**src/rtl/command_word_write_sequencer.sv**
```systemverilog
// command_word_write_sequencer
// Samples the CPU write cycle, detects the rising edge of the write strobe,
// classifies the written byte as ICW1..ICW4 or OCW1..OCW3, and drives it onto
// the internal data bus with one single-cycle strobe for the matching register.
module command_word_write_sequencer (
  input  logic       clock,
  input  logic       reset_n,
  input  logic       chip_select_n,
  input  logic       write_enable_n,
  input  logic       address,
  input  logic [7:0] data_bus_in,
  output logic [7:0] internal_data_bus,
  output logic       write_initial_command_word_1,
  output logic       write_initial_command_word_2,
  output logic       write_initial_command_word_3,
  output logic       write_initial_command_word_4,
  output logic       write_operation_control_word_1,
  output logic       write_operation_control_word_2,
  output logic       write_operation_control_word_3,
  output logic       initialization_in_progress,
  output logic       end_of_initialization
);

  typedef enum logic [2:0] {
    UNINIT    = 3'd0,
    WAIT_ICW2 = 3'd1,
    WAIT_ICW3 = 3'd2,
    WAIT_ICW4 = 3'd3,
    READY     = 3'd4
  } state_t;

  state_t     state;
  state_t     next_state;

  logic       we_q;
  logic       cs_q;
  logic       address_q;
  logic [7:0] data_q;
  logic       write_done;

  logic       cascade_mode;
  logic       icw4_needed;
  logic       latch_flags;
  logic       load_bus;

  logic       icw1_next;
  logic       icw2_next;
  logic       icw3_next;
  logic       icw4_next;
  logic       ocw1_next;
  logic       ocw2_next;
  logic       ocw3_next;
  logic       eoi_next;
  logic       in_wait_state;

  // Hold the bus values of the last low cycle of the write strobe.
  always_ff @(posedge clock) begin
    if (!reset_n) begin
      we_q      <= 1'b1;
      cs_q      <= 1'b1;
      address_q <= 1'b0;
      data_q    <= 8'h00;
    end else begin
      we_q <= write_enable_n;
      if (!write_enable_n) begin
        cs_q      <= chip_select_n;
        address_q <= address;
        data_q    <= data_bus_in;
      end
    end
  end

  // A write ends on the low-to-high edge of the strobe; deselected writes never count.
  assign write_done = ~we_q & write_enable_n & ~cs_q;

  assign in_wait_state = (state == WAIT_ICW2) || (state == WAIT_ICW3) ||
                         (state == WAIT_ICW4);

  // Decode the completed write against the current sequencing state.
  always_comb begin
    next_state  = state;
    icw1_next   = 1'b0;
    icw2_next   = 1'b0;
    icw3_next   = 1'b0;
    icw4_next   = 1'b0;
    ocw1_next   = 1'b0;
    ocw2_next   = 1'b0;
    ocw3_next   = 1'b0;
    latch_flags = 1'b0;
    load_bus    = 1'b0;
    eoi_next    = 1'b0;

    if (write_done) begin
      if (!address_q && data_q[4]) begin
        // ICW1 is always honoured and restarts whatever sequence was running.
        icw1_next   = 1'b1;
        latch_flags = 1'b1;
        load_bus    = 1'b1;
        next_state  = WAIT_ICW2;
      end else begin
        case (state)
          WAIT_ICW2: begin
            if (address_q) begin
              icw2_next = 1'b1;
              load_bus  = 1'b1;
              if (cascade_mode)
                next_state = WAIT_ICW3;
              else if (icw4_needed)
                next_state = WAIT_ICW4;
              else
                next_state = READY;
            end
          end
          WAIT_ICW3: begin
            if (address_q) begin
              icw3_next  = 1'b1;
              load_bus   = 1'b1;
              next_state = icw4_needed ? WAIT_ICW4 : READY;
            end
          end
          WAIT_ICW4: begin
            if (address_q) begin
              icw4_next  = 1'b1;
              load_bus   = 1'b1;
              next_state = READY;
            end
          end
          READY: begin
            load_bus = 1'b1;
            if (address_q)
              ocw1_next = 1'b1;
            else if (data_q[3])
              ocw3_next = 1'b1;
            else
              ocw2_next = 1'b1;
          end
          default: begin
            next_state = state;
          end
        endcase
      end
    end

    eoi_next = in_wait_state && (next_state == READY);
  end

  // Sequencing state register.
  always_ff @(posedge clock) begin
    if (!reset_n)
      state <= UNINIT;
    else
      state <= next_state;
  end

  // Mode flags taken from ICW1: SNGL=0 means cascade, IC4 requests ICW4.
  always_ff @(posedge clock) begin
    if (!reset_n) begin
      cascade_mode <= 1'b0;
      icw4_needed  <= 1'b0;
    end else if (latch_flags) begin
      cascade_mode <= ~data_q[1];
      icw4_needed  <= data_q[0];
    end
  end

  // Registered strobes, end-of-init pulse and the internal data bus.
  always_ff @(posedge clock) begin
    if (!reset_n) begin
      internal_data_bus              <= 8'h00;
      write_initial_command_word_1   <= 1'b0;
      write_initial_command_word_2   <= 1'b0;
      write_initial_command_word_3   <= 1'b0;
      write_initial_command_word_4   <= 1'b0;
      write_operation_control_word_1 <= 1'b0;
      write_operation_control_word_2 <= 1'b0;
      write_operation_control_word_3 <= 1'b0;
      end_of_initialization          <= 1'b0;
    end else begin
      if (load_bus)
        internal_data_bus <= data_q;
      write_initial_command_word_1   <= icw1_next;
      write_initial_command_word_2   <= icw2_next;
      write_initial_command_word_3   <= icw3_next;
      write_initial_command_word_4   <= icw4_next;
      write_operation_control_word_1 <= ocw1_next;
      write_operation_control_word_2 <= ocw2_next;
      write_operation_control_word_3 <= ocw3_next;
      end_of_initialization          <= eoi_next;
    end
  end

  assign initialization_in_progress = in_wait_state;

endmodule

```
**config.mk**
```make
export PLATFORM = sky130hd
export DESIGN_NAME = command_word_write_sequencer
export DESIGN_NICKNAME = d
export VERILOG_FILES = /design/src/rtl/command_word_write_sequencer.sv
export SDC_FILE = /design/constraint.sdc
export NUM_CORES = 1
export LEC_CHECK = 0
export CORE_UTILIZATION = 45
export DETAILED_ROUTE_END_ITERATION = 12
export DONT_BUFFER_PORTS = 1
export GPL_TIMING_DRIVEN = 0
export PLACE_DENSITY = 0.72
export SYNTH_ARGS = -nofsm -noshare
export SYNTH_HDL_FRONTEND = slang
export SYNTH_SLANG_ARGS = --single-unit
export TNS_END_PERCENT = 10
```
**constraint.sdc**
```tcl
create_clock -name clock -period 2.78 [get_ports clock]
set_clock_uncertainty 0.05 [all_clocks]
set_input_delay 0.834 -clock clock [delete_from_list [all_inputs] [get_ports clock]]
set_output_delay 0.834 -clock clock [all_outputs]
set_load 0.01 [all_outputs]
```
-- Word level (Yosys, flattened, before mapping)
Cells that the tools add are included.
- register bits: 32
- latch bits: 0
- RAM bits: 0
- memory bits (read-only): 0
- input bits: 13
- output and inout bits: 17
- memories: 0
- add/sub/neg operators: 0
- $mul: 0
- div/mod/pow operators: 0
- $lt $le $gt $ge: 0
- equal/unequal tests: 5
- shifts and indexed selects: 0
- multiplexer cells: 16
- bitwise operators: 11
- reduce and logical (&&, ||, !) cells: 11
- operators by type and width (cell ; number):
    2-to-1 mux 3 bit ; 7
    OR reduction 4 bit ; 4
    NOT 1 bit ; 9
    case mux 3 bit (3 select lines) ; 1
    2-to-1 mux 1 bit ; 7
    equality test 3 x 2 -> 1 bit, second input constant ; 2
    equality test 3 bit, second input constant ; 2
    OR reduction 5 bit ; 1
    equality test 3 x 1 -> 1 bit, second input constant ; 1
    OR reduction 3 bit ; 1
    AND 1 bit ; 2
    logical AND 1 bit ; 2
    logical OR 1 bit ; 2
    case mux 1 bit (2 select lines) ; 1
    zero test 1 bit ; 1

-- Depth between registers and ports, before layout
Gate-level depths: netlist (run 1).
- depth after elaboration: 8
- gate-level depth with buffers: 5
- mapped depth without buffers: 4

-- Worst setup path before layout (run 1)
OpenSTA, ideal clock, no wires.
- path type: input to register
- start: in write_enable_n
- end: reg state[1]
- data arrival time: 1.602 ns
- path slack: 1.006 ns
- stages on the path: 4
- buffers on the path: 1
- cell sequence: or3b_1 > buf_2 > o21ai_1 > nor3b_1
- cells in the longest elaborated chain, start to end: 3
- RTL lines (element ; RTL line ; text):
    start, declared ; 9 ; input logic write_enable_n,
    AND 1 bit (2 in series) ; 74 ; assign write_done = ~we_q & write_enable_n & ~cs_q;
    2-to-1 mux 3 bit ; 93 ; if (write_done) begin
    end signal, assigned ; 152 ; state <= next_state;
    end, declared ; 32 ; state_t state;
Every way passes these cells.
A chain may end at the register's enable or synchronous reset.

-- Worst setup path after layout (run 1)
- start: reg state[1]
- end: out initialization_in_progress
- cells in the longest elaborated chain, start to end: 3
- RTL lines (element ; RTL line ; text):
    equality test 3 x 1 -> 1 bit / equality test 3 x 2 -> 1 bit (equally long branches) ; 76 ; assign in_wait_state = (state == WAIT_ICW2) || (state == WAIT_ICW3) ||
    logical OR 1 bit ; 76 ;
    logical OR 1 bit * ; 76 ;
    end, declared ; 20 ; output logic initialization_in_progress,
Every way passes the cells marked *; elsewhere a longest branch is shown, timed or not.

==> impl_metrics.yaml, run 1 <==
clocking:
  path_clk_slew_ps: 90
  htree_levels: 2
  clock-sinks: 32
  clk_path_buf_depth: 2
  root_buffer: "clkbuf_4"
  post-cts-setup-buffers: 0
  cts_resized: 0
  numCtsBuffers: 5
  postCtsHoldBufs: 0
  clock_latency_ps: 330
  cts_tree: "built"
setup_path:
  rr_worst_depth: 4
  critPathMaxStageDelay_ps: 520
  required_ps: 1900
  rr_startpoint: "state[1]"
  cp_top_family: "flip-flops"
  crit_chain: "o21ba_4"
  endpoint_kind: "output port"
  path_buf_inv: 0
  path_max_fanout: 8
  worstPathArrival_ps: 1110
  cp-start-kind: "flop"
  r2r_end: "internal_data_bus[0]"
  slowest_stage: "dfxtp_1"
  worstSetupPathType: "reg2out"
  rrSetupSlack_ps: 1270
route:
  firstDrtPassIters: 4
  wl_mm: 2.492
  first_iter_violations: 14
  ant_nets: 0
  drcViolationCount: 0
  vias: 951
  viasPerCell: 5.764
  wire_per_inst_um: 15.10
min_path:
  min_from: "data_q[6]"
  hold_depth: 2
  holdPathEnd: "internal_data_bus[6]"
  min-delay-path-class: "reg2reg"
job:
  maxCapViolCount: 0
placement:
  port_buffers: 0
  gp_congestion: 0.7931
  place_inst: 158
  placed_area_um2: 1315
  hpwlAfterDp_mm: 1.823
floorplan:
  start_util_pct: 49.32
  rows: 18
  die_y_um: 55.28
  die-area_um2: 3056
  core_um2: 2590
  die_x_um: 55.28
  io_pins: 30
synth:
  synthXorXnorAreaFrac_pct: 0
  synth_seq_cells: 32
  ys_seq_area_share_pct: 50.15
  synth-simple-area-share_pct: 20.47
  synth_compound_area_share_pct: 17.43
  avgSynthCellArea_um2: 9.980
  synth_top_family_by_area: "simple AND/OR/NAND/NOR gates"
  syn_nets: 141
  ys_types: 32
  synthCells: 128
  yosys_warnings: 0
  syn_area_um2: 1277
  muxShareOfSynthArea_pct: 8.619
  synth_area_leader_cell: "dfxtp_1"
  synth_area_leaders: "dfxtp_1, mux2i_1, nor2b_1"
  synthAdderAreaFrac_pct: 0
  yosys.area.top_type_share_pct: 50.15
global_routing:
  grt_use_met2_pct: 29.95
  groute.usage.overall_pct: 18.27
  grt_pass1_wl_mm: 4.257
  use_met1_pct: 20.27
  grt_pass1_vias: 932
  antenna_found_initial: 0
  globalRouteOverflowTotal: 0
  met3_usage_pct: 5.855
  top_usage_layer: "met2"
  grt_max_degree: 11
timing:
  finalMaxSlewViolations: 0
  worst_pin_slew_ps: 427.1
  setup_viol_count_final: 0
  period_share_pct: 71.75
  finalHoldViolations: 0
  rsz0062_at_grt: "no"
  fmax_mhz: 501.4
  max-slew-margin-rel_pct: 71.43
  finalSetupTns_ps: 0
  hold_slack_ps: 433.3
  min_period_ps: 1995
layout:
  diodes: 0
  drive_gt1_share_pct: 12.59
  syn_to_final_growth_pct: 6.563
  fill_cells: 247
  finalNonFillerCells: 165
  finish.instance_area_um2: 1361
  num-nets-final: 148
power_and_ir_drop:
  power_leakage_nw: 0.5184
  powerDensity_nw_per_um2: 553.2
  vdd_drop_max_v: 0.0003848
run_status:
  outcome: "finished, final reports clean"
[through the flow]
| step | total power (W) | utilization, % | worst slack, ps |
|---|---|---|---|
| detailed placement | 0.0005298 | 50.77 | 907.6 |
| finish | 0.0007531 | 52.56 | 785.5 |
| global route | 0.0007934 | 52.56 | 729.3 |
| CTS | 0.0007642 | 52.56 | 792.7 |
| floorplan | 0.0005197 | - | 1006 |
| global placement | 0.0005272 | 50.77 | 935.9 |
[layout make-up]
type | instances | area [um^2] | area share, %
sequential | 32 | 640.6 | 47.06
multi-input combinational | 87 | 594.3 | 43.66
clock buffer | 6 | 41.29 | 3.033
tap | 30 | 37.54 | 2.757
buffer | 7 | 35.03 | 2.574
inverter | 2 | 7.507 | 0.5515
clock inverter | 1 | 5.005 | 0.3676
[cell families (layout without fill, tap and decap cells)]
logic type	count (synthesis)	in the layout
AND/OR/NAND/NOR	46	46
multiplexers	11	11
AO/OA/AOI/OAI	30	30
flip-flops	32	32
buffers and inverters	9	16
[worst reg2reg max path, cell delays in order, from the launching register on]
cell	delay, ps
dfxtp_1	410
o21ba_4	300
a211oi_4	440
o21ai_1	100
a21boi_1	150
[report_power, final]
part           total (W)  switching [W]  leakage (nW)  internal (W)
Clock           0.000234       0.000142        0.0281     0.0000928
Combinational  0.0000430      0.0000233         0.230     0.0000197
Sequential      0.000476     0.00000803         0.260      0.000468
Total           0.000753       0.000173         0.518      0.000580
[state kept, by name (all words and copies together) (netlist names)]
register,count
data_q,8
internal_data_bus,8
state,3
address_q,1
cascade_mode,1
cs_q,1
end_of_initialization,1
icw4_needed,1
we_q,1
write_initial_command_word_1,1
write_initial_command_word_2,1
write_initial_command_word_3,1
write_initial_command_word_4,1
write_operation_control_word_1,1
write_operation_control_word_2,1
write_operation_control_word_3,1
[cells in the mapped netlist, drive strengths merged]
cell     count
o211a        1
nand3        8
nor4         3
o21ba        1
o2111ai      1
nor2         6
a211oi       1
or3b         1
a31oi        1
nor3b        3
buf          5
mux2i       11
o21bai       1
and2         1
a21oi        2
o21ai       11
clkbuf       2
and3         2
nor2b       11
inv          2
nand2b       3
a41oi        1
nor3         2
a21boi       9
a211o        1
nand2        6
dfxtp       32
[routing by layer]
layer  wire [um]  vias up  share of wire, %
met5           0        -                 0
met1        1038      452                42
met4          51        0               2.0
met3         180        5               7.2
li1            -      464                 -
met2        1221       30                49
[worst max path at each step]
stage / from / to / slack, ps / cells past startpoint
global placement: write_enable_n / end_of_initialization / 940 / 4
CTS: state[1] / initialization_in_progress / 790 / 1
finish: state[1] / initialization_in_progress / 790 / 1
floorplan: write_enable_n / state[1] / 1010 / 4
global route: state[1] / initialization_in_progress / 730 / 1
detailed placement: write_enable_n / end_of_initialization / 910 / 4
[cells in the final DEF (no fill, tap or decap), types with 2 or more instances in the layout]
| master | instances |
|---|---|
| a21boi_1 | 9 |
| and3_1 | 2 |
| buf_2 | 4 |
| clkbuf_1 | 3 |
| clkbuf_4 | 5 |
| dfxtp_1 | 32 |
| mux2i_1 | 11 |
| nand2_1 | 6 |
| nand2b_1 | 3 |
| nand3_1 | 8 |
| nor2_1 | 6 |
| nor2b_1 | 11 |
| nor3_1 | 2 |
| nor3b_2 | 2 |
| nor4_1 | 3 |
| o21ai_1 | 10 |
Power figures use the tool's default switching activity.
==> run 2: changes to the inputs <==
--- a/config.mk
+++ b/config.mk
@@ -9,7 +9,7 @@
 export DETAILED_ROUTE_END_ITERATION = 12
 export DONT_BUFFER_PORTS = 1
 export GPL_TIMING_DRIVEN = 0
-export PLACE_DENSITY = 0.72
+export PLACE_DENSITY = 0.74
 export SYNTH_ARGS = -nofsm -noshare
 export SYNTH_HDL_FRONTEND = slang
 export SYNTH_SLANG_ARGS = --single-unit
==> constraint.sdc (replaced) <==
create_clock -name clock -period 1.8 [get_ports clock]
set_clock_uncertainty 0.05 [all_clocks]
set_input_delay 0.54 -clock clock [delete_from_list [all_inputs] [get_ports clock]]
set_output_delay 0.54 -clock clock [all_outputs]
set_load 0.01 [all_outputs]
==> run 2 against run 1 <==
Net effect: global-route usage is 0.78 points lower; die area stayed put; sequential cell count stayed put; non-clock buffer count stayed put; register-to-register slack worse by 980 ps; hold slack worse by 200 ps; sequential share of layout area is 0.64 points lower; combinational power is 55% higher; highest routed layer unchanged.
==> impl_metrics.yaml, run 2 (synthesized netlist as in run 1, its figures left out) <==
run_status:
  outcome: "finished, final reports clean"
route:
  wl_mm: 2.457
  vias: 934
  ant_nets: 0
  first_iter_violations: 14
  drcViolationCount: 0
  wire_per_inst_um: 14.89
  viasPerCell: 5.661
  firstDrtPassIters: 4
setup_path:
  r2r_end: "internal_data_bus[6]"
  rr_startpoint: "state[0]"
  rrSetupSlack_ps: 290
  required_ps: 1210
  endpoint_kind: "output port"
  slowest_stage: "dfxtp_1"
  worstPathArrival_ps: 1090
  cp_top_family: "flip-flops"
  path_max_fanout: 8
  path_buf_inv: 0
  cp-start-kind: "flop"
  rr_worst_depth: 5
  worstSetupPathType: "reg2out"
  crit_chain: "o21ba_4"
  critPathMaxStageDelay_ps: 500
min_path:
  hold_depth: 1
  min-delay-path-class: "in2reg"
  min_from: "reset_n"
  holdPathEnd: "we_q"
layout:
  diodes: 0
  final_cell_mix: "dfxtp_1, mux2i_1, nor2b_1"
  final_common_cell: "dfxtp_1"
  finish.instance_area_um2: 1380
  num-nets-final: 148
  syn_to_final_growth_pct: 8.031
  drive_gt1_share_pct: 13.33
  top_regs: "data_q x8, internal_data_bus x8, state x3"
clocking:
  postCtsHoldBufs: 0
  root_buffer: "clkbuf_4"
  cts_tree: "built"
  path_clk_slew_ps: 90
  numCtsBuffers: 5
  clk_path_buf_depth: 2
  htree_levels: 2
  clock-sinks: 32
  clock_latency_ps: 320
  cts_resized: 0
  post-cts-setup-buffers: 0
job:
  maxCapViolCount: 0
placement:
  port_buffers: 0
  placed_area_um2: 1315
  hpwlAfterDp_mm: 1.757
  gp_congestion: 0.8354
global_routing:
  grt_pass1_vias: 888
  globalRouteOverflowTotal: 0
  groute.usage.overall_pct: 17.48
  grt_max_degree: 11
  antenna_found_initial: 0
  grt_pass1_wl_mm: 4.084
timing:
  rsz0062_at_grt: "no"
  period_share_pct: 93.36
  setup_viol_count_final: 0
  fmax_mhz: 595.1
  max-slew-margin-rel_pct: 72.85
  worst_pin_slew_ps: 405.9
  finalMaxSlewViolations: 0
  finalSetupTns_ps: 0
  finalHoldViolations: 0
  min_period_ps: 1680
floorplan:
  io_pins: 30
  die_y_um: 55.28
  rows: 18
  start_util_pct: 49.32
  die_x_um: 55.28
  die-area_um2: 3056
  core_um2: 2590
power_and_ir_drop:
  powerDensity_nw_per_um2: 897.7
  power_leakage_nw: 0.5276
  vdd_drop_max_v: 0.0006962
[run 2: cell count changes in the layout (fill, tap and decap cells not counted), sizes merged]
| cell | delta |
|---|---|
| clkinv | -1 |
| clkbuf | +1 |
[run 2: layer usage]
| layer | global-route usage, % | up-vias | share of wire (%) | routed length (um) |
|---|---|---|---|---|
| li1 | - | 464 | - | - |
| met1 | 20.00 | 435 | 42 | 1032 |
| met2 | 28.74 | 30 | 49 | 1214 |
| met3 | 7.728 | 5 | 7.0 | 171 |
| met4 | 6.429 | 0 | 1.5 | 38 |
| met5 | 0 | - | 0 | 0 |
[run 2: metrics by stage]
step	util [%]	std cells	worst slack (ps)	hold WS (ps)	power, W
2_1_floorplan	-	128	319.5	371.3	0.0008027
3_3_place_gp	50.77	158	250.9	414.6	0.0008142
3_5_place_dp	50.77	158	244.9	419.6	0.0008180
4_1_cts	53.29	165	128.0	225.1	0.001255
5_1_grt	53.29	165	80.58	213.0	0.001293
6_report	53.29	165	119.6	233.9	0.001239
[run 2: cell type report]
cell class	instances	area, um^2
Buffer	7	35.03
Clock buffer	7	65.06
Fill cell	246	1210
Inverter	2	7.507
Multi-Input combinational cell	87	594.3
Sequential cell	32	640.6
Tap cell	30	37.54
[run 2: worst max path at each step]
stage                        start                    endpoint  depth (start not counted)
floorplan           write_enable_n                    state[1]                          4
global placement    write_enable_n       end_of_initialization                          4
detailed placement  write_enable_n       end_of_initialization                          4
CTS                       state[1]  initialization_in_progress                          1
global route              state[1]  initialization_in_progress                          1
finish                    state[1]  initialization_in_progress                          1
[run 2: power by group]
group | switching [W] | internal [W] | total (W)
clock | 0.000217 | 0.000221 | 0.000438
sequential | 0.0000122 | 0.000722 | 0.000734
combinational | 0.0000361 | 0.0000305 | 0.0000666
==> run 3: changes to the inputs <==
--- a/config.mk
+++ b/config.mk
@@ -5,11 +5,11 @@
 export SDC_FILE = /design/constraint.sdc
 export NUM_CORES = 1
 export LEC_CHECK = 0
-export CORE_UTILIZATION = 45
+export CORE_UTILIZATION = 48
 export DETAILED_ROUTE_END_ITERATION = 12
 export DONT_BUFFER_PORTS = 1
 export GPL_TIMING_DRIVEN = 0
-export PLACE_DENSITY = 0.74
+export PLACE_DENSITY = 0.65
 export SYNTH_ARGS = -nofsm -noshare
 export SYNTH_HDL_FRONTEND = slang
 export SYNTH_SLANG_ARGS = --single-unit
==> run 3 against run 2 <==
Net effect: clock-buffer cell count fell by 1; cell count did not move; largest cell class unchanged; critical path depth did not move; global-route usage rose by 3.3 points; clock power fell by 19%; sequential share of layout area rose by 0.64 points; non-clock buffer count did not move; total power fell by 6.7%; sequential power barely moved; die area fell by 6.0%; register-to-register slack barely moved; combinational power barely moved.
==> impl_metrics.yaml, run 3 (synthesized netlist as in run 1, its figures left out) <==
run_status:
  outcome: "finished, final reports clean"
clocking:
  numCtsBuffers: 5
  path_clk_slew_ps: 90
  clock_latency_ps: 320
  clock-sinks: 32
  htree_levels: 2
  postCtsHoldBufs: 0
  root_buffer: "clkbuf_4"
  clk_path_buf_depth: 2
  cts_resized: 0
  cts_tree: "built"
  post-cts-setup-buffers: 0
min_path:
  min-delay-path-class: "in2reg"
  hold_depth: 1
timing:
  min_period_ps: 1669
  setup_viol_count_final: 0
  finalMaxSlewViolations: 0
  period_share_pct: 92.72
  rsz0062_at_grt: "no"
  worst_pin_slew_ps: 422.8
  finalSetupTns_ps: 0
  fmax_mhz: 599.1
  finalHoldViolations: 0
  max-slew-margin-rel_pct: 71.72
global_routing:
  grt_max_degree: 11
  grt_pass1_vias: 903
  groute.usage.overall_pct: 20.76
  antenna_found_initial: 0
  globalRouteOverflowTotal: 0
  grt_pass1_wl_mm: 4.084
setup_path:
  endpoint_kind: "output port"
  rr_worst_depth: 4
  path_depth: 1
  crit_chain: "o21ba_4"
  path_max_fanout: 8
  path_buf_inv: 0
  worstPathArrival_ps: 1080
  worstSetupPathType: "reg2out"
  slowest_stage: "dfxtp_1"
  cp-start-kind: "flop"
  critPathMaxStageDelay_ps: 500
  required_ps: 1210
  cp_top_family: "flip-flops"
  rrSetupSlack_ps: 300
floorplan:
  die_y_um: 53.59
  rows: 18
  io_pins: 30
  start_util_pct: 51.10
  die_x_um: 53.59
  core_um2: 2500
  die-area_um2: 2872
route:
  wire_per_inst_um: 14.12
  vias: 929
  first_iter_violations: 15
  firstDrtPassIters: 4
  wl_mm: 2.329
  drcViolationCount: 0
  viasPerCell: 5.630
  ant_nets: 0
layout:
  finalNonFillerCells: 165
  final_cell_mix: "dfxtp_1, mux2i_1, nor2b_1"
  top_regs: "data_q x8, internal_data_bus x8, state x3"
  num-nets-final: 148
  final_common_cell: "dfxtp_1"
  drive_gt1_share_pct: 12.59
  diodes: 0
  final_core_util_pct: 54.45
  syn_to_final_growth_pct: 6.563
placement:
  place_inst: 158
  gp_congestion: 0.8349
  port_buffers: 0
  hpwlAfterDp_mm: 1.707
power_and_ir_drop:
  vdd_drop_max_v: 0.0007088
  power_leakage_nw: 0.5184
  powerDensity_nw_per_um2: 848.7
job:
  maxCapViolCount: 0
run 3: cell count changes in the layout (fill, tap and decap cells not counted), sizes merged:
cell and change:
clkinv +1, clkbuf -1
run 3: worst paths after layout:
| kind | endpoint | from |
|---|---|---|
| worst min-delay path | we_q | reset_n |
| worst max-delay path | initialization_in_progress | state[1] |
| worst min register to register | write_operation_control_word_2 | data_q[3] |
| worst max register to register | internal_data_bus[5] | state[1] |
run 3: power breakdown:
part,switching (W),leakage (nW),total (W),internal (W)
combinational,0.0000359,0.230,0.0000664,0.0000305
clock,0.000212,0.0281,0.000355,0.000143
sequential,0.0000115,0.260,0.000734,0.000722
total,0.000259,0.518,0.00116,0.000896
run 3: layout make-up:
class	count	area (um^2)
tap	30	37.54
buffer	7	35.03
sequential	32	640.6
clock inverter	1	5.005
inverter	2	7.507
multi-input combinational	87	594.3
clock buffer	6	41.29
fill	253	1139
run 3: layer usage:
metal  vias to the layer above  part of all wire, %  GRT usage (%)
met1                       431                   42          22.72
met2                        30                   49          34.17
met5                         -                    0              0
met3                         4                  7.1          9.605
met4                         0                  1.8          9.211
li1                        464                    -              -
run 3: per-stage QoR:
| stage | worst slack, ps | total power (W) | hold WS (ps) | cell area, um^2 |
|---|---|---|---|---|
| final | 131.0 | 0.001155 | 236.1 | 1361 |
| after global routing | 54.23 | 0.001217 | 212.2 | 1361 |
| after CTS | 107.3 | 0.001178 | 216.6 | 1361 |
| after detailed placement | 211.2 | 0.0008173 | 409.8 | 1315 |
| after global placement | 236.4 | 0.0008149 | 414.8 | 1315 |
| after floorplan | 319.5 | 0.0008027 | 371.3 | 1277 |
